<file path="src/rtl/muldiv_pkg.sv">
// Shared types and constants for the RV64M multi-cycle multiply/divide sequencer.
package muldiv_pkg;

  localparam int         MULDIV_XLEN   = 64;
  localparam logic [6:0] MULDIV_FUNCT7 = 7'b0000001;

  typedef enum logic [2:0] {
    OP_MUL    = 3'd0,
    OP_MULH   = 3'd1,
    OP_MULHSU = 3'd2,
    OP_MULHU  = 3'd3,
    OP_DIV    = 3'd4,
    OP_DIVU   = 3'd5,
    OP_REM    = 3'd6,
    OP_REMU   = 3'd7
  } muldiv_op_e;

  typedef enum logic [1:0] {
    IDLE = 2'd0,
    CALC = 2'd1,
    FIX  = 2'd2,
    DONE = 2'd3
  } muldiv_state_e;

endpackage

</file>
<file path="src/rtl/muldiv_negate.sv">
// Combinational conditional two's-complement negation.
module muldiv_negate #(
  parameter int XLEN = 64
) (
  input  logic            neg_i,
  input  logic [XLEN-1:0] in_i,
  output logic [XLEN-1:0] out_o
);

  assign out_o = neg_i ? -in_i : in_i;

endmodule

</file>
<file path="src/rtl/muldiv_seq.sv">
// Iterative RV64M multiply/divide sequencer (shift-add multiplier, restoring divider).
// Optional MULDIV_EARLY_OUT_EN: trivial operations go straight from accept to DONE.
module muldiv_seq
  import muldiv_pkg::*;
#(
  parameter int XLEN = MULDIV_XLEN
) (
  input  logic            clk_i,
  input  logic            rst_ni,
  input  logic            valid_i,
  output logic            ready_o,
  input  logic [2:0]      funct3_i,
  input  logic [XLEN-1:0] op1_i,
  input  logic [XLEN-1:0] op2_i,
  input  logic            flush_i,
  output logic            stall_o,
  output logic            done_o,
  output logic [XLEN-1:0] result_o
);

  localparam int CNT_W = $clog2(XLEN) + 1;
`ifdef MULDIV_EARLY_OUT_EN
  localparam bit EARLY_OUT = 1'b1;
`else
  localparam bit EARLY_OUT = 1'b0;
`endif

  muldiv_state_e     state_q, state_d;
  muldiv_op_e        op_q, op_d;
  logic [CNT_W-1:0]  cnt_q, cnt_d;
  logic [2*XLEN-1:0] acc_q, acc_d;
  logic [XLEN-1:0]   opb_q, opb_d;
  logic              neg_q, neg_d;
  logic              special_q, special_d;
  logic [XLEN-1:0]   special_res_q, special_res_d;
  logic [XLEN-1:0]   result_q, result_d;

  muldiv_op_e      op_in;
  logic            accept, s1, s2, neg_in, is_div_in;
  logic            div_zero, div_ovf, mul_zero, special_in;
  logic [XLEN-1:0] abs1, abs2, special_res_in;
  logic [XLEN:0]   mul_sum, rem_sh, div_diff;
  logic [XLEN-1:0] hi, lo, fix_raw, fix_neg, fix_res;
  logic            mulh_borrow;

  assign op_in     = muldiv_op_e'(funct3_i);
  assign accept    = (state_q == IDLE) && valid_i && !flush_i;
  assign is_div_in = funct3_i[2];
  assign s1 = (op_in inside {OP_MULH, OP_MULHSU, OP_DIV, OP_REM}) && op1_i[XLEN-1];
  assign s2 = (op_in inside {OP_MULH, OP_DIV, OP_REM}) && op2_i[XLEN-1];

  muldiv_negate #(.XLEN(XLEN)) u_abs1 (.neg_i(s1), .in_i(op1_i), .out_o(abs1));
  muldiv_negate #(.XLEN(XLEN)) u_abs2 (.neg_i(s2), .in_i(op2_i), .out_o(abs2));

  // ISA-fixed results; these also decide which ops may skip the iterations.
  always_comb begin
    div_zero = is_div_in && (op2_i == '0);
    div_ovf  = (op_in inside {OP_DIV, OP_REM}) &&
               (op1_i == {1'b1, {(XLEN-1){1'b0}}}) && (op2_i == '1);
    mul_zero = !is_div_in && ((op1_i == '0) || (op2_i == '0));
    special_in     = div_zero || div_ovf || mul_zero;
    special_res_in = '0;
    if (div_zero)     special_res_in = funct3_i[1] ? op1_i : '1;
    else if (div_ovf) special_res_in = funct3_i[1] ? '0 : op1_i;
    unique case (op_in)
      OP_MULH, OP_DIV: neg_in = s1 ^ s2;
      OP_MULHSU, OP_REM: neg_in = s1;
      default: neg_in = 1'b0;
    endcase
  end

  assign mul_sum  = {1'b0, acc_q[2*XLEN-1:XLEN]} + (acc_q[0] ? {1'b0, opb_q} : '0);
  assign rem_sh   = {acc_q[2*XLEN-1:XLEN], acc_q[XLEN-1]};
  assign div_diff = rem_sh - {1'b0, opb_q};

  assign hi = acc_q[2*XLEN-1:XLEN];
  assign lo = acc_q[XLEN-1:0];
  assign fix_raw = (op_q inside {OP_MUL, OP_DIV, OP_DIVU}) ? lo : hi;
  // Negating a 2*XLEN product: the high half only takes the +1 when the low half is zero.
  assign mulh_borrow = neg_q && (op_q inside {OP_MULH, OP_MULHSU}) && (lo != '0);

  muldiv_negate #(.XLEN(XLEN)) u_fix (
    .neg_i(neg_q && !mulh_borrow), .in_i(fix_raw), .out_o(fix_neg));

  assign fix_res = mulh_borrow ? ~hi : fix_neg;

  always_ff @(posedge clk_i or negedge rst_ni) begin
    if (!rst_ni) begin
      state_q       <= IDLE;
      op_q          <= OP_MUL;
      cnt_q         <= '0;
      acc_q         <= '0;
      opb_q         <= '0;
      neg_q         <= 1'b0;
      special_q     <= 1'b0;
      special_res_q <= '0;
      result_q      <= '0;
    end else begin
      state_q       <= state_d;
      op_q          <= op_d;
      cnt_q         <= cnt_d;
      acc_q         <= acc_d;
      opb_q         <= opb_d;
      neg_q         <= neg_d;
      special_q     <= special_d;
      special_res_q <= special_res_d;
      result_q      <= result_d;
    end
  end

  always_comb begin
    state_d = state_q;
    unique case (state_q)
      IDLE: if (accept) state_d = (EARLY_OUT && special_in) ? DONE : CALC;
      CALC: if (cnt_q == '0) state_d = FIX;
      FIX:  state_d = DONE;
      DONE: state_d = IDLE;
      default: state_d = IDLE;
    endcase
    if (flush_i) state_d = IDLE;
  end

  // Both operations share one accumulator: {hi, lo} = {product} or {remainder, quotient}.
  always_comb begin
    op_d          = op_q;
    cnt_d         = cnt_q;
    acc_d         = acc_q;
    opb_d         = opb_q;
    neg_d         = neg_q;
    special_d     = special_q;
    special_res_d = special_res_q;
    result_d      = result_q;
    if (accept) begin
      op_d          = op_in;
      cnt_d         = CNT_W'(XLEN - 1);
      acc_d         = {{XLEN{1'b0}}, abs1};
      opb_d         = abs2;
      neg_d         = neg_in;
      special_d     = special_in;
      special_res_d = special_res_in;
      if (EARLY_OUT && special_in) result_d = special_res_in;
    end else if (state_q == CALC) begin
      cnt_d = cnt_q - CNT_W'(1);
      if (!op_q[2])           acc_d = {mul_sum, acc_q[XLEN-1:1]};
      else if (!div_diff[XLEN]) acc_d = {div_diff[XLEN-1:0], acc_q[XLEN-2:0], 1'b1};
      else                      acc_d = {rem_sh[XLEN-1:0], acc_q[XLEN-2:0], 1'b0};
    end else if (state_q == FIX) begin
      result_d = special_q ? special_res_q : fix_res;
    end
  end

  always_comb begin
    ready_o  = (state_q == IDLE);
    stall_o  = accept || (((state_q == CALC) || (state_q == FIX)) && !flush_i);
    done_o   = (state_q == DONE) && !flush_i;
    result_o = done_o ? result_q : '0;
  end

endmodule
</file>
<file path="config.mk">
export PLATFORM = sky130hd
export DESIGN_NAME = muldiv_seq
export DESIGN_NICKNAME = d
export VERILOG_FILES = /design/src/rtl/muldiv_pkg.sv /design/src/rtl/muldiv_negate.sv /design/src/rtl/muldiv_seq.sv
export SDC_FILE = /design/constraint.sdc
export NUM_CORES = 2
export LEC_CHECK = 0
export BUFFER_PORTS_ARGS = -buffer_cell sky130_fd_sc_hd__buf_2
export CAP_MARGIN = 25
export CORE_UTILIZATION = 64
export CTS_BUF_LIST = sky130_fd_sc_hd__clkbuf_8
export CTS_CLUSTER_SIZE = 8
export DETAILED_ROUTE_END_ITERATION = 16
export GPL_ROUTABILITY_DRIVEN = 0
export GPL_TIMING_DRIVEN = 1
export PLACE_DENSITY = 0.84
export SLEW_MARGIN = 25
export SYNTH_ARGS = -nofsm -noshare
export SYNTH_HDL_FRONTEND = slang
export SYNTH_SLANG_ARGS = --single-unit
</file>
<file path="constraint.sdc">
create_clock -name clk_i -period 13.1 [get_ports clk_i]
set_input_delay 3.93 -clock clk_i [delete_from_list [all_inputs] [get_ports clk_i]]
set_output_delay 3.93 -clock clk_i [all_outputs]
set_load 0.02 [all_outputs]
</file>
Word level (Yosys, flattened, before mapping)
Index checks and enable logic that the tools add are counted.
Word-level totals
  register bits after elaboration: 334
  input port bits: 135
  output and inout port bits: 67
Operators by class
  reduce and logical (&&, ||, !) cells: 37
  mux-type cells: 23
  add/sub/neg operators: 6
  bitwise operators: 4
  eq/ne operators: 15
Operators with widths (number)
  64-bit two-way mux: 12
  128-bit two-way mux: 4
  64-bit negator: 3
  64-bit equality test (second input constant): 2
  64-bit logical NOT: 2
  64-bit by 64-bit adder with 65-bit output: 1
  65-bit by 64-bit subtractor with 65-bit output: 1
  64-bit inverter: 1
  64-bit nonzero test: 1
  7-bit two-way mux: 2
  1-bit logical AND: 13
  3-bit equality test (second input constant): 4
  2-bit one-hot mux with 4 select lines: 1
  7-bit logical NOT: 1
  7-bit by 1-bit subtractor with 7-bit output (second input constant): 1
  3-bit by 1-bit equality test with 1-bit output (second input constant): 2
  3-bit by 2-bit equality test with 1-bit output (second input constant): 2
  2-bit two-way mux: 3
  2-bit nonzero test: 3
  3-bit nonzero test: 2
  1-bit logical OR: 5
  2-bit equality test (second input constant): 2
  4-bit nonzero test: 1
  2-bit OR reduction: 2
  11 further kinds: 14

Longest topological paths before layout
  depth in word-level cells: 9
  depth in mapped cells: 21

Cells and area by module
From an unflattened synthesis, not the netlist that was laid out.
Unflattened totals
  cells, all modules: 4028
  area total of the unflattened synthesis: 30925.9 µm²
Modules (own cells, without submodules)
  muldiv_seq: cells each 3423, instances 1, area an instance 26479.1 µm²
  muldiv_negate at u_abs1 ...: cells each 198, instances 2, area an instance 1453.9 µm²
  muldiv_negate at u_abs2: cells each 209, instances 1, area an instance 1539.0 µm²

Least setup slack after synthesis
No wires, ideal clock.
  path kind: input port to output port
  start: in flush_i
  end: out result_o[10]
  data arrival time: 4.749 ns
  stages: 4
  slack: 4.421 ns
  cells stage by stage: nor2b_1 -> clkbuf_1 -> clkbuf_1 -> and2_1
On the way
  longest elaborated chain between the ends: 3
RTL lines
  from (decl): line muldiv_seq.sv:15  | input logic flush_i,
  1-bit logical NOT: line muldiv_seq.sv:155  | done_o = (state_q == DONE) && !flush_i;
  1-bit logical AND: line muldiv_seq.sv:155
  64-bit two-way mux: line muldiv_seq.sv:156  | result_o = done_o ? result_q : '0;
  to (decl): line muldiv_seq.sv:18  | output logic [XLEN-1:0] result_o
Every way passes these cells.

Final worst setup path
  start: in flush_i
  end: out result_o[27]
Same word-level chain as after synthesis.

==> impl_results.md <==
- Period Utilization, post-route: 68.4%
- Layout cell share with drive strength beyond 1: a little under a tenth
- Worst-path fanout max: 48
- Arrival @ worst endpoint: 5.03 ns
- Max-slew headroom: roughly a quarter
- Final nets: 4,416
- Slew @ Worst Pin: around 1.1 ns
- Main flop type after synthesis: dfrtp_1
- Post-synthesis sequential area ratio: between 20 and 30%
- Initial antenna violation count: 5
- Global Route met3 Usage: 10.5%
- # Max-Cap Violations: 0
- Hold Crit Class: register to register
- Row cnt: 80
- Met1 global-route usage: roughly 57%
- Synthesized flop and latch total: approximately 330
- Max Freq: 112 MHz
- Pin count of the biggest net entering global routing: approximately 120
- Height of the die: 221 um
- FILL cells: between 3,000 and 4,000
- Via count: 33,113
- Total Routing Usage GR: about two fifths
- Maximum VDD drop: between 0.1 and 0.15 mV
- TritonCTS clock tree: built
- Die area: 49,000 um2
- Initial core utilization: 64.7%
- Syn nets: 4,399
- Pre-antenna DRT Iters: 12
- Reg2Reg Setup Slack: ~7.2 ns
- Synth Cell Area: 30,800 um2
- CTS max path bufs: 3
- Total power: a little under 10 mW
- # DRC: 0
- CTS Buf Count: 57
- Pwr Density: between 200 and 300 nW/um2
- Hold Fails Final Rpt: 0
- Post-CTS setup buffer count: 0
- Fraction of registers with async set/reset: 100%
- Vias/cell: a little under 7
- CTS Root Cell: clkbuf_8
- Final Setup Violations: 0
- Setup TNS: 0 ns
- Leak: 14.2 nW
- Outcome: finished clean
- CTS clk-pin slew, worst paths: ~0.060 ns
- Port-buffer cells: 201
- CP endpoint kind: output port
- Sink Count: 334
- Startpoint Class: input pin
- Most common cell after layout, fill and taps aside: nand2_1
- Die Span X: ~220 um
- M2 GR Usage: between 60% and 70%
- Drt total wl: between 100 and 150 mm
- Worst EP required: 9.17 ns
- Ports: about 200
- Synth Warn #: 0
- H-tree depth: 2
- Initial DRC Count: approximately 5,200
- Synth cell types: 87
- First-pass GRT wire length: 163 mm
- Min Tclk post-route: 8.96 ns
- Hold_buf cts: 0
- Grt peak-use layer: met2
- Final HPWL DP: 75.1 mm
- RSZ-0062 raised after global routing: false
- Skew-Pair Late Insertion Delay: between 0.7 and 0.8 ns
- Max Clock Skew: a little under 0.06 ns
- Syn Area/Cell: around 7.5 um2
- Core Region: about 48,000 um2
- WL/cell: approximately 22 um
- Syn Inst Count: 4,123
- CP Class: input pin to output port
- Final ANT Viol Nets: 0
- Number of flops mapped to enable cells by yosys: 0
- PostCTS Resize Cnt: 0
- Final max-slew violation count: 0
- Vias in the first global route: approximately 30,000
- Most frequent cells in the layout: nand2_1 (442), o21ai_0 (414), a21oi_1 (348), dfrtp_1 (332), nor2_1 (316)
- Grt ovf: 0
- Syn-to-layout area delta: 7.71%
worst max-delay path: stages:
cell and delay [ns]:
buf_2 0.15, nor2b_4 0.36, buf_12 0.24, and2_1 0.16, buf_2 0.16
final timing paths:
check                                                 to  cells past startpoint                     start
max in group asynchronous            op_q[2]$_DFFE_PN0P_                      2                    rst_ni
min in group asynchronous       result_q[16]$_DFFE_PN0P_                      1                    rst_ni
worst max-delay path                        result_o[27]                      5                   flush_i
worst min-delay path            result_q[47]$_DFFE_PN0P_                      1  result_q[47]$_DFFE_PN0P_
worst max register to register  result_q[58]$_DFFE_PN0P_                     12       op_q[2]$_DFFE_PN0P_
worst min register to register  result_q[47]$_DFFE_PN0P_                      1  result_q[47]$_DFFE_PN0P_
synthesized netlist by cell type (all sizes together), types with 110 or more instances:
cell type | n | area [um2]
nor2 | 320 | 1210
and2 | 148 | 926
o21ai | 420 | 2100
o211ai | 110 | 826
inv | 152 | 571
nor3 | 229 | 1150
ha | 139 | 1740
nand2 | 443 | 1660
xnor2 | 160 | 1400
a21oi | 348 | 1740
dfrtp | 334 | 8360
clkbuf | 256 | 963
cell type report:
type                       count  area (um2)  area share, %
multi-input combinational   3354       20900           62.9
sequential                   334        8360           25.2
timing repair buffer         240        1330           4.00
clock buffer                  72         991           2.99
tap                          615         769           2.32
inverter                     153         574           1.73
clock inverter                27         268          0.807
antenna                        3        7.51         0.0226
layer usage:
layer  routed length [um]  share of wire (%)  vias to the layer above
li1                     -                  -                    15041
met5                   13              0.013                        -
met3                14600                 14                      371
met4                 4820                4.6                        2
met2                43300                 42                     2400
met1                41000                 39                    15299
per-stage QoR:
stage               std cells  area [um2]  hold WS, ns  setup WS, ns  util, %
floorplan                4123       30800        0.441          4.42        -
global placement         4694       31900        0.459          3.88     66.9
detailed placement       4694       31900        0.469          3.77     66.9
CTS                      4793       33100        0.483          3.77     69.6
global route             4796       33200        0.491          4.03     69.6
finish                   4798       33200        0.480          4.14     69.6
kinds of logic after synthesis:
logic type	share of synthesized area (%)
simple gates	23.8
compound gates	26.6
buf+inv	5.38
flops	27.1
xor+xnor	7.36
fa+ha+maj	5.78
mux	3.87
registers in the layout (all words and copies together) (netlist names):
name,cells
acc_q,128
cnt_q,7
neg_q,1
op_q,3
opb_q,64
result_q,64
special_q,1
special_res_q,64
state_q,2
power by group:
part | leakage [nW] | switching, mW | internal, mW
clock network | 0.695 | 0.473 | 0.593
registers | 4.11 | 0.789 | 1.52
logic | 9.43 | 3.93 | 2.31
(Power assumes the default switching activity.)
